===== config.mk =====
export PLATFORM = sky130hd
export DESIGN_NAME = mem_access_unit
export DESIGN_NICKNAME = d
export VERILOG_FILES = /design/src/rtl/mem_access_unit_pkg.sv /design/src/rtl/mem_lane_fmt.sv /design/src/rtl/mem_access_unit.sv
export SDC_FILE = /design/constraint.sdc
export NUM_CORES = 1
export LEC_CHECK = 0
export BUFFER_PORTS_ARGS = -buffer_cell sky130_fd_sc_hd__buf_2
export CORE_MARGIN = 2
export CORE_UTILIZATION = 45
export DETAILED_ROUTE_END_ITERATION = 8
export PLACE_DENSITY = 0.79
export SYNTH_ARGS = -nofsm -noshare
export SYNTH_HDL_FRONTEND = slang
export SYNTH_HIERARCHICAL = 1
export SYNTH_SLANG_ARGS = --single-unit

===== constraint.sdc =====
create_clock -name clk -period 3.4 [get_ports clk]
set_clock_uncertainty 0.2 [all_clocks]
set_input_delay 0.34 -clock clk [delete_from_list [all_inputs] [get_ports clk]]
set_output_delay 0.34 -clock clk [all_outputs]
set_load 0.03 [all_outputs]

===== src/rtl/mem_access_unit_pkg.sv =====
// rtl/mem_access_unit_pkg.sv - shared types and constants for the MEM-stage access unit
package mem_access_unit_pkg;

  // Access sequencer states
  typedef enum logic [1:0] {
    IDLE  = 2'd0,
    WAIT  = 2'd1,
    DONE  = 2'd2,
    FAULT = 2'd3
  } memState_t;

  // Last wait-counter value tolerated before the access is abandoned (16 WAIT cycles)
  localparam logic [3:0] MEM_TIMEOUT = 4'd15;

  // One enable per byte lane of the 32-bit data bus
  localparam int BE_WIDTH = 4;

endpackage


===== src/rtl/mem_lane_fmt.sv =====
// rtl/mem_lane_fmt.sv - byte-lane enables, store replication and load zero-extension
module mem_lane_fmt
  import mem_access_unit_pkg::*;
(
  input  logic                stByte,
  input  logic [1:0]          stOffset,
  input  logic [31:0]         stData,
  output logic [BE_WIDTH-1:0] stBe,
  output logic [31:0]         stLanes,
  input  logic                ldByte,
  input  logic [1:0]          ldOffset,
  input  logic [31:0]         ldWord,
  output logic [31:0]         ldData
);

  // Store side: word uses all lanes, byte selects one lane and copies the byte everywhere
  always_comb begin
    stBe    = {BE_WIDTH{1'b1}};
    stLanes = stData;
    if (stByte) begin
      stBe    = {{(BE_WIDTH-1){1'b0}}, 1'b1} << stOffset;
      stLanes = {4{stData[7:0]}};
    end
  end

  // Load side: byte loads pick the addressed lane and zero-extend it
  always_comb begin
    ldData = ldWord;
    if (ldByte) begin
      ldData = {24'd0, ldWord[{ldOffset, 3'b000} +: 8]};
    end
  end

endmodule


===== src/rtl/mem_access_unit.sv =====
// rtl/mem_access_unit.sv - MEM-stage data memory access sequencer with stall and timeout
module mem_access_unit
  import mem_access_unit_pkg::*;
(
  input  logic                clk,
  input  logic                reset,
  input  logic                PCSrcE2M,
  input  logic                RegWriteE2M,
  input  logic                MemtoRegE2M,
  input  logic                MemWriteM,
  input  logic                ByteM,
  input  logic [31:0]         ALUResultM,
  input  logic [31:0]         WriteDataM,
  output logic                dreq,
  output logic                dwe,
  output logic [31:0]         daddr,
  output logic [31:0]         dwdata,
  output logic [BE_WIDTH-1:0] dbe,
  input  logic                dack,
  input  logic [31:0]         drdata,
  output logic                PCSrcM,
  output logic                RegWriteM,
  output logic                MemtoRegM,
  output logic [31:0]         ReadDataM,
  output logic                StallM,
  output logic                MemFault
);

  memState_t state, nextState;

  logic [3:0]          waitCnt;
  logic                pcSrcHeld;
  logic                regWriteHeld;
  logic                memtoRegHeld;
  logic                byteHeld;
  logic [1:0]          offsetHeld;
  logic                access;
  logic                misaligned;
  logic [BE_WIDTH-1:0] fmtBe;
  logic [31:0]         fmtWdata;
  logic [31:0]         fmtRdata;

  assign access     = MemWriteM | MemtoRegE2M;
  assign misaligned = ~ByteM & (ALUResultM[1:0] != 2'b00);

  // Store formatting uses the live request; load formatting uses the lane captured at issue
  mem_lane_fmt uLaneFmt (
    .stByte   (ByteM),
    .stOffset (ALUResultM[1:0]),
    .stData   (WriteDataM),
    .stBe     (fmtBe),
    .stLanes  (fmtWdata),
    .ldByte   (byteHeld),
    .ldOffset (offsetHeld),
    .ldWord   (drdata),
    .ldData   (fmtRdata)
  );

  // State register
  always_ff @(posedge clk or posedge reset) begin
    if (reset) state <= IDLE;
    else       state <= nextState;
  end

  // Next state plus stall, fault and MEM/WB control outputs; reset silences everything
  always_comb begin
    nextState = state;
    StallM    = 1'b0;
    MemFault  = 1'b0;
    PCSrcM    = 1'b0;
    RegWriteM = 1'b0;
    MemtoRegM = 1'b0;
    case (state)
      IDLE: begin
        if (access) begin
          // Hold the instruction in EX/MEM and send a bubble while memory is busy
          StallM    = 1'b1;
          nextState = misaligned ? FAULT : WAIT;
        end else begin
          PCSrcM    = PCSrcE2M;
          RegWriteM = RegWriteE2M;
          MemtoRegM = MemtoRegE2M;
        end
      end
      WAIT: begin
        StallM = 1'b1;
        if (dack)                         nextState = DONE;
        else if (waitCnt == MEM_TIMEOUT)  nextState = FAULT;
      end
      DONE: begin
        PCSrcM    = pcSrcHeld;
        RegWriteM = regWriteHeld;
        MemtoRegM = memtoRegHeld;
        nextState = IDLE;
      end
      FAULT: begin
        // Write-back is suppressed; branch decision still flows so fetch is not lost
        MemFault  = 1'b1;
        PCSrcM    = PCSrcE2M;
        nextState = IDLE;
      end
      default: nextState = IDLE;
    endcase
    if (reset) begin
      StallM    = 1'b0;
      MemFault  = 1'b0;
      PCSrcM    = 1'b0;
      RegWriteM = 1'b0;
      MemtoRegM = 1'b0;
    end
  end

  // Request bus, wait counter, captured control bits and load data
  always_ff @(posedge clk or posedge reset) begin
    if (reset) begin
      dreq         <= 1'b0;
      dwe          <= 1'b0;
      dbe          <= '0;
      daddr        <= '0;
      dwdata       <= '0;
      ReadDataM    <= '0;
      waitCnt      <= '0;
      pcSrcHeld    <= 1'b0;
      regWriteHeld <= 1'b0;
      memtoRegHeld <= 1'b0;
      byteHeld     <= 1'b0;
      offsetHeld   <= 2'b00;
    end else begin
      case (state)
        IDLE: begin
          if (access && !misaligned) begin
            dreq         <= 1'b1;
            dwe          <= MemWriteM;
            daddr        <= {ALUResultM[31:2], 2'b00};
            dbe          <= fmtBe;
            dwdata       <= fmtWdata;
            waitCnt      <= '0;
            pcSrcHeld    <= PCSrcE2M;
            regWriteHeld <= RegWriteE2M;
            memtoRegHeld <= MemtoRegE2M;
            byteHeld     <= ByteM;
            offsetHeld   <= ALUResultM[1:0];
          end
        end
        WAIT: begin
          if (dack) begin
            dreq <= 1'b0;
            if (!dwe) ReadDataM <= fmtRdata;
          end else if (waitCnt == MEM_TIMEOUT) begin
            dreq <= 1'b0;
          end else begin
            waitCnt <= waitCnt + 4'd1;
          end
        end
        default: ;
      endcase
    end
  end

endmodule


# Word-level counts from Yosys, hierarchy flattened
# Index checks and enable logic that the tools add are counted.
# op_classes
addsub,1
n_eq_ne,9
shifts,2
reduce_logical,11
muxes,30
n_bitwise,4
# op_table
op,n
32-bit two-way mux,2
32-bit by 6-bit variable part select with 8-bit output,1
4-bit two-way mux,4
1-bit two-way mux,13
2-bit two-way mux,4
2-bit inequality test (second input constant),4
1-bit one-hot mux with 2 select lines,4
4-bit one-hot mux with 2 select lines,1
2-bit one-hot mux with 3 select lines,1
3-bit AND reduction,2
4-bit by 1-bit adder with 4-bit output (second input constant),1
2-bit equality test (second input constant),2
4-bit equality test (second input constant),1
2-bit AND reduction,2
4-bit AND reduction,1
2-bit nonzero test,2
1-bit by 2-bit << shifter with 4-bit output (first input constant),1
3-bit inequality test (second input constant),1
1-bit one-hot mux with 3 select lines,1
2-bit by 1-bit equality test with 1-bit output (second input constant),1
2-bit logical NOT,1
1-bit NOT,2
2-bit OR reduction,1
1-bit bitwise AND,1
3 further kinds,3
# totals
output_inout_bits,107
reg_bits,112

# Logic depth before layout (Yosys ltp)
# depth
ltp_word,6
ltp_mapped,5

# Modules after synthesis
# Netlist, hierarchy kept.
# by_module_without_submodules
mod,n_inst,cells_per_inst,area_per_inst_um2
mem_access_unit,1,278,4620.7
mem_lane_fmt,1,138,909.6

# Worst setup path after synthesis
# Ideal clock, no wire load.
# synth_path
kind,input to output
startpoint,input port reset
endpoint,output port MemFault
path_buffers,0
required_ns,2.860
path_stages,2
setup_slack_ns,-0.386
t_arrival_ns,3.246
cell_sequence,inv_1 -> and3_1
# synth_between
elab_chain_cells,1
# synth_rtl
element,line,rtl
"start, declared",mem_access_unit.sv:6,"input logic reset,"
1-bit two-way mux,mem_access_unit.sv:104,if (reset) begin
"end, declared",mem_access_unit.sv:26,output logic MemFault
# No other way between the ends.

# Worst setup path in the final report
# layout_path
startpoint,register state[1]
endpoint,output port RegWriteM
# layout_between
elab_chain_cells,3
# layout_rtl
element,line,rtl
"start, declared",mem_access_unit.sv:29,"memState_t state, nextState;"
"start signal, assigned",mem_access_unit.sv:62,else state <= nextState;
2-bit equality test or 2-bit logical NOT (tied branches),mem_access_unit.sv:73,case (state)
1-bit one-hot mux with 2 select lines (*),mem_access_unit.sv:73,
1-bit two-way mux (*),mem_access_unit.sv:104,
"end, declared",mem_access_unit.sv:22,"output logic RegWriteM,"
# Every way passes the cells marked *; elsewhere a longest branch is shown, timed or not.

==> flow_metrics.tcl <==
set metrics [dict create \
    ys.flop_type "dfrtp_1" \
    drtIter0Drc 199 \
    grt_pass1_vias 4001 \
    yosys-top-cells-count "dfrtp_1 (112), mux2_4 (58), mux2_2 (45), inv_1 (38), o21ai_0 (31)" \
    crit_family "simple AND/OR/NAND/NOR gates" \
    worst-path-max-fanout 12 \
    crit_path_end_kind "output pin" \
    outcome "completed" \
    ant_nets 0 \
    finalSetupViolations 0 \
    crit_arrival_ns 1.72 \
    num_vias 3886 \
    worstPathRequired_ns 2.86 \
    max_cap_viol_count 0 \
    synth_top_cell_by_area "dfrtp_1" \
    drc 0 \
    place_area_um2 6570 \
    async_flop_share_pct 100 \
    start_util_pct 46.0 \
    cts_tree "built" \
    report.final.slew_viol_count 0 \
    gr-total-overflow 0 \
    clk_latency_ns 0.35 \
    hold_viol 0 \
    io_pins 211 \
    syn_avg_cell_area_um2 13.3 \
    cts.sinks 112 \
    wl_per_cell_um 16.4 \
    core_area_um2 12000 \
    crit_slowest_cell "dfrtp_1" \
    design_area_um2 7030 \
    fillers 958 \
    nets 728 \
    die_w_um 115 \
    vdd_drop_max_v 0.000563 \
    diodes 0 \
    synth_most_common_cell "dfrtp_1" \
    ys_warn_count 6 \
    first_pass_iters 4 \
    placed_cells 742 \
    hold_class "in -> async" \
    rows 40 \
    setup.worst_path.class "reg -> out" \
    grt_pass1_wl_mm 19.8 \
    max_freq_mhz 442 \
    synthTopCellsByArea "dfrtp_1 (51%), mux2_4 (16%), mux2_2 (9.2%), o21ai_0 (2.8%), inv_1 (2.6%)" \
    clockRootBuffer "clkbuf_16" \
    period_minus_slack_ns 2.26 \
    ys_ff_latch 112 \
    wl_mm 12.7 \
    tightest_slew_ns 0.829 \
    p_leak_uw 0.00371 \
    die_h_um 115 \
    vias_per_cell 5.01 \
    cp-start-kind "register" \
    fin_cells 775 \
    drive_above_1_share_pct 55.7 \
    synthCells 416 \
    grt_max_degree 113 \
    synth.yosys.seq_area_share_pct 50.7 \
    yosys.area.top_type_share_pct 50.7 \
    gp_congestion 0.787 \
    clkTransAtPathRegs_ns 0.07 \
    rsz0062_at_grt "false" \
    area_growth_pct 27.1 \
    crit_chain "nor4b_1 > a21oi_1 > nor3_1 > buf_2" \
    ctsLongestPathBuffers 2 \
    synth_edf_count 0 \
    period_share_pct 66.6 \
    syn_area_um2 5530 \
    die_area_um2 13200 \
    max_stage_delay_ns 0.52 \
    final_util_pct 58.5 \
    antenna_found_initial 0 \
    power_density_nw_per_um2 1020 \
    max-slew-margin-rel_pct 44.7 \
    port_buffers 208 \
    dpl.hpwl_mm 8.92 \
    grt_use_total_pct 19.1 \
    numCtsBuffers 9 \
    ys_types 49 \
    htree_levels 3 \
    path_buf_inv 1 \
    setup-tns-final_ns 0 \
]
-- sequential cells by signal, summed over array words and instances (netlist names) --
signal        flops
dwe               1
byteHeld          1
dbe               4
dwdata           32
daddr            30
memtoRegHeld      1
ReadDataM        32
pcSrcHeld         1
regWriteHeld      1
waitCnt           4
state             2
dreq              1
offsetHeld        2
-- where the power goes --
part           switching [uW]  internal, uW  total, uW
Clock                     521           512       1030
Combinational            2100          1560       3650
Sequential                515          1990       2500
Total                    3140          4060       7190
-- cell type report --
class                           instances  area [um2]  share of cell area [%]
Multi-Input combinational cell        233        2340                    33.3
Inverter                               38         146                    2.08
Sequential cell                       112        2800                    39.9
Clock inverter                          7        62.6                   0.890
Tap cell                              147         184                    2.62
Clock buffer                            9         225                    3.20
Timing Repair Buffer                  229        1270                    18.0
-- timing repair --
action	4_1_cts	5_1_grt
buffers inserted	0	0
hold endpoints to repair	17	0
hold buffers	17	0
resized for setup	0	0
-- metal layers --
metal | share of wire (%) | GRT usage, % | up-vias
li1 | - | - | 1843
met1 | 44 | 24.7 | 1878
met2 | 48 | 31.6 | 153
met3 | 6.6 | 4.38 | 12
met4 | 1.4 | 6.99 | 0
met5 | 0 | 0 | -
-- worst min-delay path, stage by stage --
cell and delay, ns:
buf_2 0.14, clkinvlp_4 0.09, buf_12 0.45
-- per-stage QoR --
| stage | hold slack [ns] | power (uW) | setup slack (ns) |
|---|---|---|---|
| after detailed placement | 0.282 | 6180 | 0.907 |
| final | 0.00262 | 7190 | 1.14 |
| after global routing | 0.00266 | 7580 | 1.06 |
| after global placement | 0.270 | 6060 | 0.972 |
| after CTS | 0.00113 | 7250 | 1.14 |
| after floorplan | 0.239 | 5220 | 0.225 |
-- kinds of logic (layout without fill, tap and decap cells) --
group	Yosys count	count (layout)	share of synthesized area [%]
buffers and inverters	72	283	7.15
adder cells (fa/ha/maj)	1	1	0.226
multiplexers	113	113	26.7
AND/OR/NAND/NOR	64	64	7.90
flip-flops	112	112	50.7
other	1	2	0.0678
AO/OA/AOI/OAI	53	53	7.24
-- path summary, 6_finish.rpt --
kind                       depth (start not counted)  slack, ns            end           start
max                                                4       1.14      RegWriteM        state[1]
min                                                3      0.003       state[0]           reset
max reg2reg                                        4       1.15     dwdata[19]        state[1]
min reg2reg                                        1       0.29  ReadDataM[24]   ReadDataM[24]
max in group asynchronous                          3       2.56  ReadDataM[19]           reset
min in group clk                                   2       0.01      daddr[16]  ALUResultM[16]
-- cell usage in the layout, fill, tap and decap left out, drive strengths merged, types with 2 or more instances in the layout --
cell type    instances
o21ba                2
nor2                 3
nor2b               18
nand3                2
a221oi               8
dfrtp              112
dlygate4sd3         17
and4bb               8
clkinvlp             2
o21ai               32
and2b                7
buf                212
a21oi                2
inv                 40
clkinv               3
nor3                 3
clkbuf               9
or3                  2
and3                 2
mux2i                9
nand2               10
conb                 2
mux2               104
Note: power is estimated with default switching activity, not from simulation.
